==> config.mk <==
export PLATFORM = sky130hd
export DESIGN_NAME = gf_sqsc_mul_4_masked_pipe
export DESIGN_NICKNAME = d
export VERILOG_FILES = /design/src/rtl/gf_sqsc_mul_4_masked_pipe.sv
export SDC_FILE = /design/constraint.sdc
export NUM_CORES = 1
export LEC_CHECK = 0
export ABC_AREA = 1
export ABC_CLOCK_PERIOD_IN_PS = 1530
export BUFFER_PORTS_ARGS = -buffer_cell sky130_fd_sc_hd__buf_4
export CORE_MARGIN = 4
export CORE_UTILIZATION = 58
export CTS_CLUSTER_DIAMETER = 100
export CTS_CLUSTER_SIZE = 16
export DETAILED_ROUTE_END_ITERATION = 12
export GPL_TIMING_DRIVEN = 0
export PLACE_DENSITY = 0.79
export SLEW_MARGIN = 10
export SYNTH_ARGS = -nofsm -noshare
export SYNTH_HDL_FRONTEND = slang
export SYNTH_SLANG_ARGS = --single-unit
==> constraint.sdc <==
create_clock -name clk -period 1.53 [get_ports clk]
set_input_delay 0.0765 -clock clk [delete_from_list [all_inputs] [get_ports clk]]
set_output_delay 0.0765 -clock clk [all_outputs]
set_load 0.02 [all_outputs]
==> src/rtl/gf_sqsc_mul_4_masked_pipe.sv <==
`default_nettype none
// ============================================================================
// Module      : gf_sqsc_mul_4_masked_pipe
// Description : Two-stage, first-order masked computation of
//               sqsc(x_h ^ x_l) ^ mul4(x_h, x_l) over GF(2^4) in the
//               normal basis [alpha^8, alpha^2] / GF(2^2) [W^2, W] tower.
//               Stage 1 forms five share-cross terms and stage 2 folds them
//               in a fixed order. The fold starts with the fresh mask, so no
//               unmasked value ever appears. Valid/ready flow control.
// Revision    : 1.0 - initial release
// ============================================================================
module gf_sqsc_mul_4_masked_pipe (
    input  logic       clk,
    input  logic       rst_n,
    input  logic       in_valid,
    output logic       in_ready,
    input  logic [7:0] in_data,
    input  logic [7:0] in_mask,
    input  logic [3:0] in_rand,
    output logic       out_valid,
    input  logic       out_ready,
    output logic [3:0] out_data,
    output logic [3:0] out_mask,
    output logic [7:0] out_a,
    output logic [7:0] out_m
);

    // GF(2^2) multiply, normal basis [W^2, W]
    function automatic logic [1:0] gf2_mul(input logic [1:0] a, input logic [1:0] b);
        logic t;
        t = (a[1] ^ a[0]) & (b[1] ^ b[0]);
        return {(a[1] & b[1]) ^ t, (a[0] & b[0]) ^ t};
    endfunction

    // GF(2^2) scale by N = W^2
    function automatic logic [1:0] gf2_scl_n(input logic [1:0] a);
        return {a[0], a[1] ^ a[0]};
    endfunction

    // GF(2^2) scale by N^2 = W
    function automatic logic [1:0] gf2_scl_n2(input logic [1:0] a);
        return {a[1] ^ a[0], a[1]};
    endfunction

    // GF(2^2) square: a bit swap in normal basis
    function automatic logic [1:0] gf2_sq(input logic [1:0] a);
        return {a[0], a[1]};
    endfunction

    // GF(2^4) multiply over the GF(2^2) tower
    function automatic logic [3:0] gf4_mul(input logic [3:0] a, input logic [3:0] b);
        logic [1:0] ph;
        logic [1:0] pl;
        logic [1:0] p;
        ph = gf2_mul(a[3:2], b[3:2]);
        pl = gf2_mul(a[1:0], b[1:0]);
        p  = gf2_scl_n(gf2_mul(a[3:2] ^ a[1:0], b[3:2] ^ b[1:0]));
        return {ph ^ p, pl ^ p};
    endfunction

    // GF(2^4) square-then-scale by nu
    function automatic logic [3:0] gf4_sqsc(input logic [3:0] a);
        return {gf2_sq(a[3:2] ^ a[1:0]), gf2_scl_n2(gf2_sq(a[1:0]))};
    endfunction

    logic [3:0] ah;
    logic [3:0] al;
    logic [3:0] mh;
    logic [3:0] ml;
    logic       s1_valid;
    logic       s2_valid;
    logic       accept;
    logic       s2_load;
    logic [3:0] u0;
    logic [3:0] u1;
    logic [3:0] u2;
    logic [3:0] u3;
    logic [3:0] u4;
    logic [3:0] s1_rand;
    logic [7:0] s1_a;
    logic [7:0] s1_m;

    assign ah = in_data[7:4];
    assign al = in_data[3:0];
    assign mh = in_mask[7:4];
    assign ml = in_mask[3:0];

    // Ready is a function of occupancy and downstream only, never of in_valid
    assign in_ready  = !s1_valid || !s2_valid || out_ready;
    assign accept    = in_valid && in_ready;
    assign s2_load   = s1_valid && (!s2_valid || out_ready);
    assign out_valid = s2_valid;

    // Stage 1 occupancy: fills on accept, empties when stage 2 takes it
    always_ff @(posedge clk or negedge rst_n) begin
        if (!rst_n) begin
            s1_valid <= 1'b0;
        end else begin
            s1_valid <= accept || (s1_valid && !s2_load);
        end
    end

    // Stage 1 terms; fresh mask R is folded into u0 so every later sum is masked
    always_ff @(posedge clk or negedge rst_n) begin
        if (!rst_n) begin
            u0      <= 4'h0;
            u1      <= 4'h0;
            u2      <= 4'h0;
            u3      <= 4'h0;
            u4      <= 4'h0;
            s1_rand <= 4'h0;
            s1_a    <= 8'h00;
            s1_m    <= 8'h00;
        end else if (accept) begin
            u0      <= in_rand ^ gf4_mul(ah, al);
            u1      <= gf4_mul(ah, ml);
            u2      <= gf4_mul(mh, al);
            u3      <= gf4_mul(mh, ml) ^ gf4_sqsc(mh ^ ml);
            u4      <= gf4_sqsc(ah ^ al);
            s1_rand <= in_rand;
            s1_a    <= in_data;
            s1_m    <= in_mask;
        end
    end

    // Stage 2 occupancy: loads from stage 1, empties on downstream handshake
    always_ff @(posedge clk or negedge rst_n) begin
        if (!rst_n) begin
            s2_valid <= 1'b0;
        end else begin
            s2_valid <= s2_load || (s2_valid && !out_ready);
        end
    end

    // Stage 2 fold in fixed order starting from the R-carrying term
    always_ff @(posedge clk or negedge rst_n) begin
        if (!rst_n) begin
            out_data <= 4'h0;
            out_mask <= 4'h0;
            out_a    <= 8'h00;
            out_m    <= 8'h00;
        end else if (s2_load) begin
            out_data <= (((u0 ^ u1) ^ u2) ^ u3) ^ u4;
            out_mask <= s1_rand;
            out_a    <= s1_a;
            out_m    <= s1_m;
        end
    end

endmodule
`default_nettype wire

==> results.md, run 1 <==
- Critical path class: reg2reg
- Unrepaired setup endpoints after global routing: false
- Arrival time worst endpoint: 1610 ps
- Post-synthesis sequential area ratio: 0.421
- Avg WL per Cell: between 10 and 15 µm
- Avg Cell Area, Syn: 7.21 µm²
- Maximum clock insertion buffer count: 2
- Leakage: about 2.6 nW
- H-tree depth: 3
- Area of the multi-input gates: 2010 µm²
- Final WL: 9590 µm
- Final hold slack: between 9 and 10 ps
- Post-route setup TNS: 0 ps
- Worst setup EP type: register
- Register area: 1650 µm²
- Initial DRT Pass Iterations: 5
- Area of the mapped netlist: 3920 µm²
- Clk_lat worst skew: between 300 and 400 ps
- Post-synth EDFFs: 0
- Placed wire-length estimate: 7320 µm
- Vias: between 3,000 and 4,000
- Count leader, synth: nand2_1
- GP Congestion: 0.951
- Slew @ Worst Pin: 826 ps
- N_diodes: 0
- Main flop type after synthesis: dfrtp_1
- Max Clock Freq: 716 MHz
- Vias in the first global route: 3,703
- Run status: complete, no violations
- Final Hold Vio Count: 0
- Initial core utilization: 0.607
- Layout Utilization: 0.725
- Commonest cells in the netlist: 262 x nand2_1, 66 x dfrtp_1, 48 x inv_1
- Relative slew slack: 0.450
- Setup crit start kind: register
- Pin count of the biggest net entering global routing: 67
- Top cells by area, synth: dfrtp_1 42%, nand2_1 25%, nand3_1 5.9%
- Cell taking the most area after synthesis: dfrtp_1
- Port bufs: around 50
- Fin nets: 642
- Peak VDD IR: 0.730 mV
- Total die area: between 8000 and 9000 µm²
- Rows: 29
- Clock Skew: ~11 ps
- Number of I/O pins: 50
- Yosys Warn Count: 0
- Max FO, Critical Path: 10
- Count of pins over their slew limit: 0
- Clock sinks: 66
- GRT Overall Usage: 0.254
- Layout cells sized above 1: 0.161
- Reg clk slew, reported paths: 70 ps
- Final setup fails: 0
- DR DRC count: 0
- Synth top area share: 0.421
- CTS tree: done
- Post-synthesis cell count: 544
- Initial DRC count: 185
- PD cells: 1250 nW/µm²
- Non-Filler Instances: 691
- Worst Hold Class: in2reg
- Die Span Y: 90.2 µm
- Root buffer cell: clkbuf_8
- Initial antenna violation count: 0
- Routed Antenna Nets: 0
- First-pass GRT wire length: 16,900 µm
- Core area: 6460 µm²
- Netlist cell types: 24
- Clock buffer count from CTS: 9
- Tmin final: 1400 ps
- Crit share post-route: 0.913
- Total gr overflow: 0
- Post-synthesis register bit count: 66
- MaxCap Viol Count: 0
- Post-Syn Nets: between 500 and 600
- DIE WIDTH: 90.2 µm
- Async set-reset flop share out of synthesis: 1.00
- Critical path required time: 1740 ps
- Synth-to-layout area growth: 19.5%
- # Post-CTS Setup Buffers: 0
- Via density: approximately 5.2
- Placed Cells: 670
- Fill cell count: 527
-- layout by cell type (no fill, tap or decap), drive strengths merged --
cell         count
nand2          271
dfrtp           66
buf             53
inv             52
nand3           47
o21ai           30
clkbuf          21
xnor2           19
xor2            17
ha               8
nand3b           6
dlygate4sd3      6
or2              4
nor2             4
clkinvlp         3
o211ai           3
nand4            2
bufinv           2
-- cell type report --
type / count / share of cell area
sequential: 66 / 0.353
clock inverter: 4 / 0.0160
timing repair buffer: 55 / 0.0914
inverter: 53 / 0.0433
multi-input combinational: 411 / 0.428
clock buffer: 11 / 0.0323
buffer: 14 / 0.0155
tap: 77 / 0.0206
-- power by group --
part | leakage [nW] | total (W) | internal [W] | switching (W)
sequential | 0.811 | 0.00232 | 0.00210 | 0.000217
clock | 0.108 | 0.00168 | 0.000998 | 0.000677
combinational | 1.70 | 0.00188 | 0.000765 | 0.00112
-- registers in the layout (all words and copies together) (netlist names) --
register	count
out_valid	1
u3	4
out_a	8
u1	4
s1_rand	4
out_m	8
s1_valid	1
u0	4
out_mask	4
s1_a	8
u4	4
u2	4
out_data	4
s1_m	8
-- cells by family (layout without fill, tap and decap cells) --
| logic type | count (synthesis) | count (layout) | synth area share |
|---|---|---|---|
| buffers and inverters | 67 | 137 | 0.0677 |
| AOI/OAI and AO/OA | 33 | 33 | 0.0440 |
| xor gates and xnor gates | 36 | 36 | 0.0881 |
| adders and majority gates | 8 | 8 | 0.0255 |
| DFF | 66 | 66 | 0.421 |
| and+or+nand+nor | 334 | 334 | 0.353 |
-- what timing repair did --
item                                    4_1_cts  5_1_grt
gates resized for setup                       2        9
hold buffers                                  6        0
endpoints found under the setup margin        5       34
endpoints found under the hold margin        71        0
-- critical path, stage by stage, from the launching register on --
cell	delay, ps
dfrtp_1	380
nand2_1	100
nor2_1	70
nor2_2	160
inv_1	140
clkbuf_2	220
nand2_1	100
o21ai_0	100
-- layer usage --
| layer | track usage | vias up | wire length [µm] |
|---|---|---|---|
| met5 | 0 | - | 0 |
| met4 | 0.0944 | 0 | 198 |
| met3 | 0.0534 | 19 | 567 |
| met2 | 0.424 | 123 | 4570 |
| met1 | 0.324 | 1661 | 4260 |
| li1 | - | 1814 | - |
-- through the flow --
stage	area, µm²	total power [W]	setup WS, ps
detailed placement	4380	0.00419	11.8
CTS	4670	0.00589	35.5
finish	4680	0.00587	133
global placement	4380	0.00412	33.6
floorplan	3920	0.00353	198
global route	4680	0.00624	11.3
-- final timing paths --
| check | startpoint | to | slack [ps] | depth (start not counted) |
|---|---|---|---|---|
| worst min register to register | s1_m[2] | out_m[2] | 470 | 2 |
| worst max-delay path | out_valid | s1_a[2] | 130 | 7 |
| min in group asynchronous | rst_n | s1_a[5] | 370 | 2 |
| worst max register to register | out_valid | s1_a[2] | 130 | 7 |
| max in group asynchronous | rst_n | u1[2] | 600 | 2 |
| worst min-delay path | out_ready | out_valid | 10 | 4 |
Power figures use the tool's default switching activity.
==> run 2, diff against run 1 <==
--- a/config.mk
+++ b/config.mk
@@ -5,16 +5,15 @@
 export SDC_FILE = /design/constraint.sdc
 export NUM_CORES = 1
 export LEC_CHECK = 0
-export ABC_AREA = 1
 export ABC_CLOCK_PERIOD_IN_PS = 1530
 export BUFFER_PORTS_ARGS = -buffer_cell sky130_fd_sc_hd__buf_4
 export CORE_MARGIN = 4
-export CORE_UTILIZATION = 58
+export CORE_UTILIZATION = 35
 export CTS_CLUSTER_DIAMETER = 100
 export CTS_CLUSTER_SIZE = 16
 export DETAILED_ROUTE_END_ITERATION = 12
 export GPL_TIMING_DRIVEN = 0
-export PLACE_DENSITY = 0.79
+export PLACE_DENSITY = 0.52
 export SLEW_MARGIN = 10
 export SYNTH_ARGS = -nofsm -noshare
 export SYNTH_HDL_FRONTEND = slang
==> run 2 against run 1 <==
  * Critical path depth is 3 lower
  * Power grew 1.9%
  * First-iteration DRC count down 64%
  * Critical endpoint is now out_m[1]
  * Non-clock buffer count shrank 6
  * Final area shrank 8.7%
  * Utilization decreased by 29 points
  * Sequential cell count is the same
==> results.md, run 2 <==
- R2R cell count: 4
- Synth-to-layout area growth: 22.8%
- Hold Path End: out_valid
- Clock Skew: 9.54 ps
- Post-synth EDFFs: 0
- Unrepaired setup endpoints after global routing: false
- Synth top area share: 0.474
- Reg2reg start: out_valid
- Critical Path Max Stage Delay: 380 ps
- Crit share post-route: 0.931
- Post-Syn Nets: 331
- Initial DRT Pass Iterations: 4
- Rows: 36
- Async set-reset flop share out of synthesis: 1.00
- Total gr overflow: 0
- Initial core utilization: 0.358
- Critical path required time: 1760 ps
- Final Power: 0.00598 W
- Total die area: 11,600 µm²
- Netlist cell types: 20
- Non-Filler Instances: 503
- Root buffer cell: clkbuf_8
- Maximum clock insertion buffer count: 2
- RR Endpoint: out_m[1]
- CP Cell Sequence: nand2b_1 > nand2_2 > buf_4 > mux2_2
- Setup crit start kind: register
- Pin count of the biggest net entering global routing: 67
- Avg WL per Cell: 14.8 µm
- Relative slew slack: 0.451
- Most frequent cells in the layout: 65 x dfrtp_1, 57 x xnor2_1, 51 x buf_4
- Count of pins over their slew limit: 0
- Cell taking the most area after synthesis: dfrtp_1
- Initial DRC count: 67
- Clock buffer count from CTS: 9
- Vias: 2,269
- Main flop type after synthesis: dfrtp_1
- GRT Overall Usage: 0.144
- DIE WIDTH: about 110 µm
- Final setup fails: 0
- Routed Antenna Nets: 0
- Critical path class: reg2reg
- Placed wire-length estimate: between 5000 and 6000 µm
- Post-synthesis sequential area ratio: 0.474
- Avg Cell Area, Syn: 11.7 µm²
- Worst setup EP type: register
- Most common cell after layout, fill and taps aside: dfrtp_1
- Leakage: 1.84 nW
- Run status: complete, no violations
- Hold path cells: 3
- Area of the mapped netlist: between 3000 and 4000 µm²
- Final WL: 7420 µm
- Reg clk slew, reported paths: 80 ps
- Yosys Warn Count: 0
- GP Congestion: approximately 0.81
- H-tree depth: 3
- Post-synthesis cell count: ~300
- PD cells: 1400 nW/µm²
- Commonest cells in the netlist: 66 x dfrtp_1, 57 x xnor2_1, 41 x mux2_2, 41 x nand2_1, 22 x xor2_1
- Flop-to-flop setup slack: 110 ps
- Fill cell count: 998
- Slowest CP cell: dfrtp_2
- Vias in the first global route: roughly 2,500
- Hold path startpoint: out_ready
- Layout cells sized above 1: 0.327
- Clock sinks: 66
- Slew @ Worst Pin: 824 ps
- Layout Utilization: 0.440
- MaxCap Viol Count: 0
- Count leader, synth: dfrtp_1
- Initial antenna violation count: 0
- Post-route setup TNS: 0 ps
- CTS tree: done
- Top cells by area, synth: dfrtp_1 47%, xnor2_1 14%, mux2_2 13%
- Placed Cells: 481
- Tmin final: between 1000 and 1500 ps
- Cell family with most CP delay: flip-flops
- Max Clock Freq: roughly 700 MHz
- Arrival time worst endpoint: 1650 ps
- Die Span Y: 108 µm
- Via density: 4.51
- First-pass GRT wire length: 12,800 µm
- Setup slack after layout: 106 ps
- Clk_lat worst skew: between 300 and 400 ps
- DR DRC count: 0
- Post-synthesis register bit count: 66
- Worst Hold Class: in2reg
- Worst Path Buf+Inv: 1
- Core area: 9730 µm²
- Peak VDD IR: 0.499 mV
- Fin nets: 397
- Final Hold Vio Count: 0
- Max FO, Critical Path: 10
- DP Worst Slack: -193 ps
- N_diodes: 0
- Number of I/O pins: 50
- Port bufs: 49
## run 2: cells by family (layout without fill, tap and decap cells)
| group | count (synthesis) | after routing | synth area share |
|---|---|---|---|
| AO/OA/AOI/OAI | 27 | 27 | 0.0463 |
| flip-flops | 66 | 66 | 0.474 |
| adder cells (fa/ha/maj) | 8 | 8 | 0.0287 |
| buffers and inverters | 8 | 79 | 0.00969 |
| XOR/XNOR | 84 | 84 | 0.225 |
| multiplexers | 44 | 44 | 0.141 |
| AND/OR/NAND/NOR | 62 | 62 | 0.0747 |
## run 2: worst max-delay path by stage
stage / startpoint / cells past startpoint / endpoint / slack, ps
2_1_floorplan: out_valid / 4 / s1_a[0] / 3
3_5_place_dp: out_valid / 4 / out_a[3] / -190
3_3_place_gp: out_valid / 4 / out_a[3] / -180
6_report: out_valid / 4 / out_m[1] / 110
4_1_cts: out_valid / 4 / out_m[1] / 0.7
5_1_grt: out_valid / 4 / out_m[6] / 6
## run 2: metrics by stage
step	hold WS, ps	area, µm²
after floorplan	-219	3490
after global placement	241	4030
after detailed placement	243	4030
after CTS	7.28	4270
after global routing	14.5	4280
final	24.0	4280
## run 2: power breakdown
part	internal, W	total (W)	leakage (nW)	switching (W)
Sequential	0.00219	0.00244	0.782	0.000249
Clock	0.000631	0.00135	0.0847	0.000719
Combinational	0.00111	0.00220	0.969	0.00108
Total	0.00393	0.00598	1.84	0.00205
## run 2: repair_timing
action | CTS | global route
setup buffers | 0 | 0
hold buffers | 6 | 0
endpoints found under the hold margin | 71 | 0
gates resized for setup | 2 | 8
setup endpoints to repair | 15 | 41
## run 2: final cells by class
cell class	count	area, µm²	area share
multi-input combinational	225	1800	0.422
timing repair buffer	55	428	0.100
sequential	66	1650	0.386
buffer	8	47.5	0.0111
clock buffer	10	138	0.0322
tap	133	166	0.0389
clock inverter	6	41.3	0.00965
## run 2: worst register-to-register path: stages (launching register included)
cell and delay [ps]:
dfrtp_2 380, nand2b_1 80, nand2_2 230, buf_4 270
mux2_2 350
## run 2: routing by layer
| layer | up-vias | track usage | part of all wire |
|---|---|---|---|
| li1 | 1135 | - | - |
| met1 | 1078 | 0.185 | 0.46 |
| met2 | 48 | 0.239 | 0.48 |
| met3 | 8 | 0.0396 | 0.042 |
| met4 | 0 | 0.0406 | 0.012 |
| met5 | - | 0 | 0 |
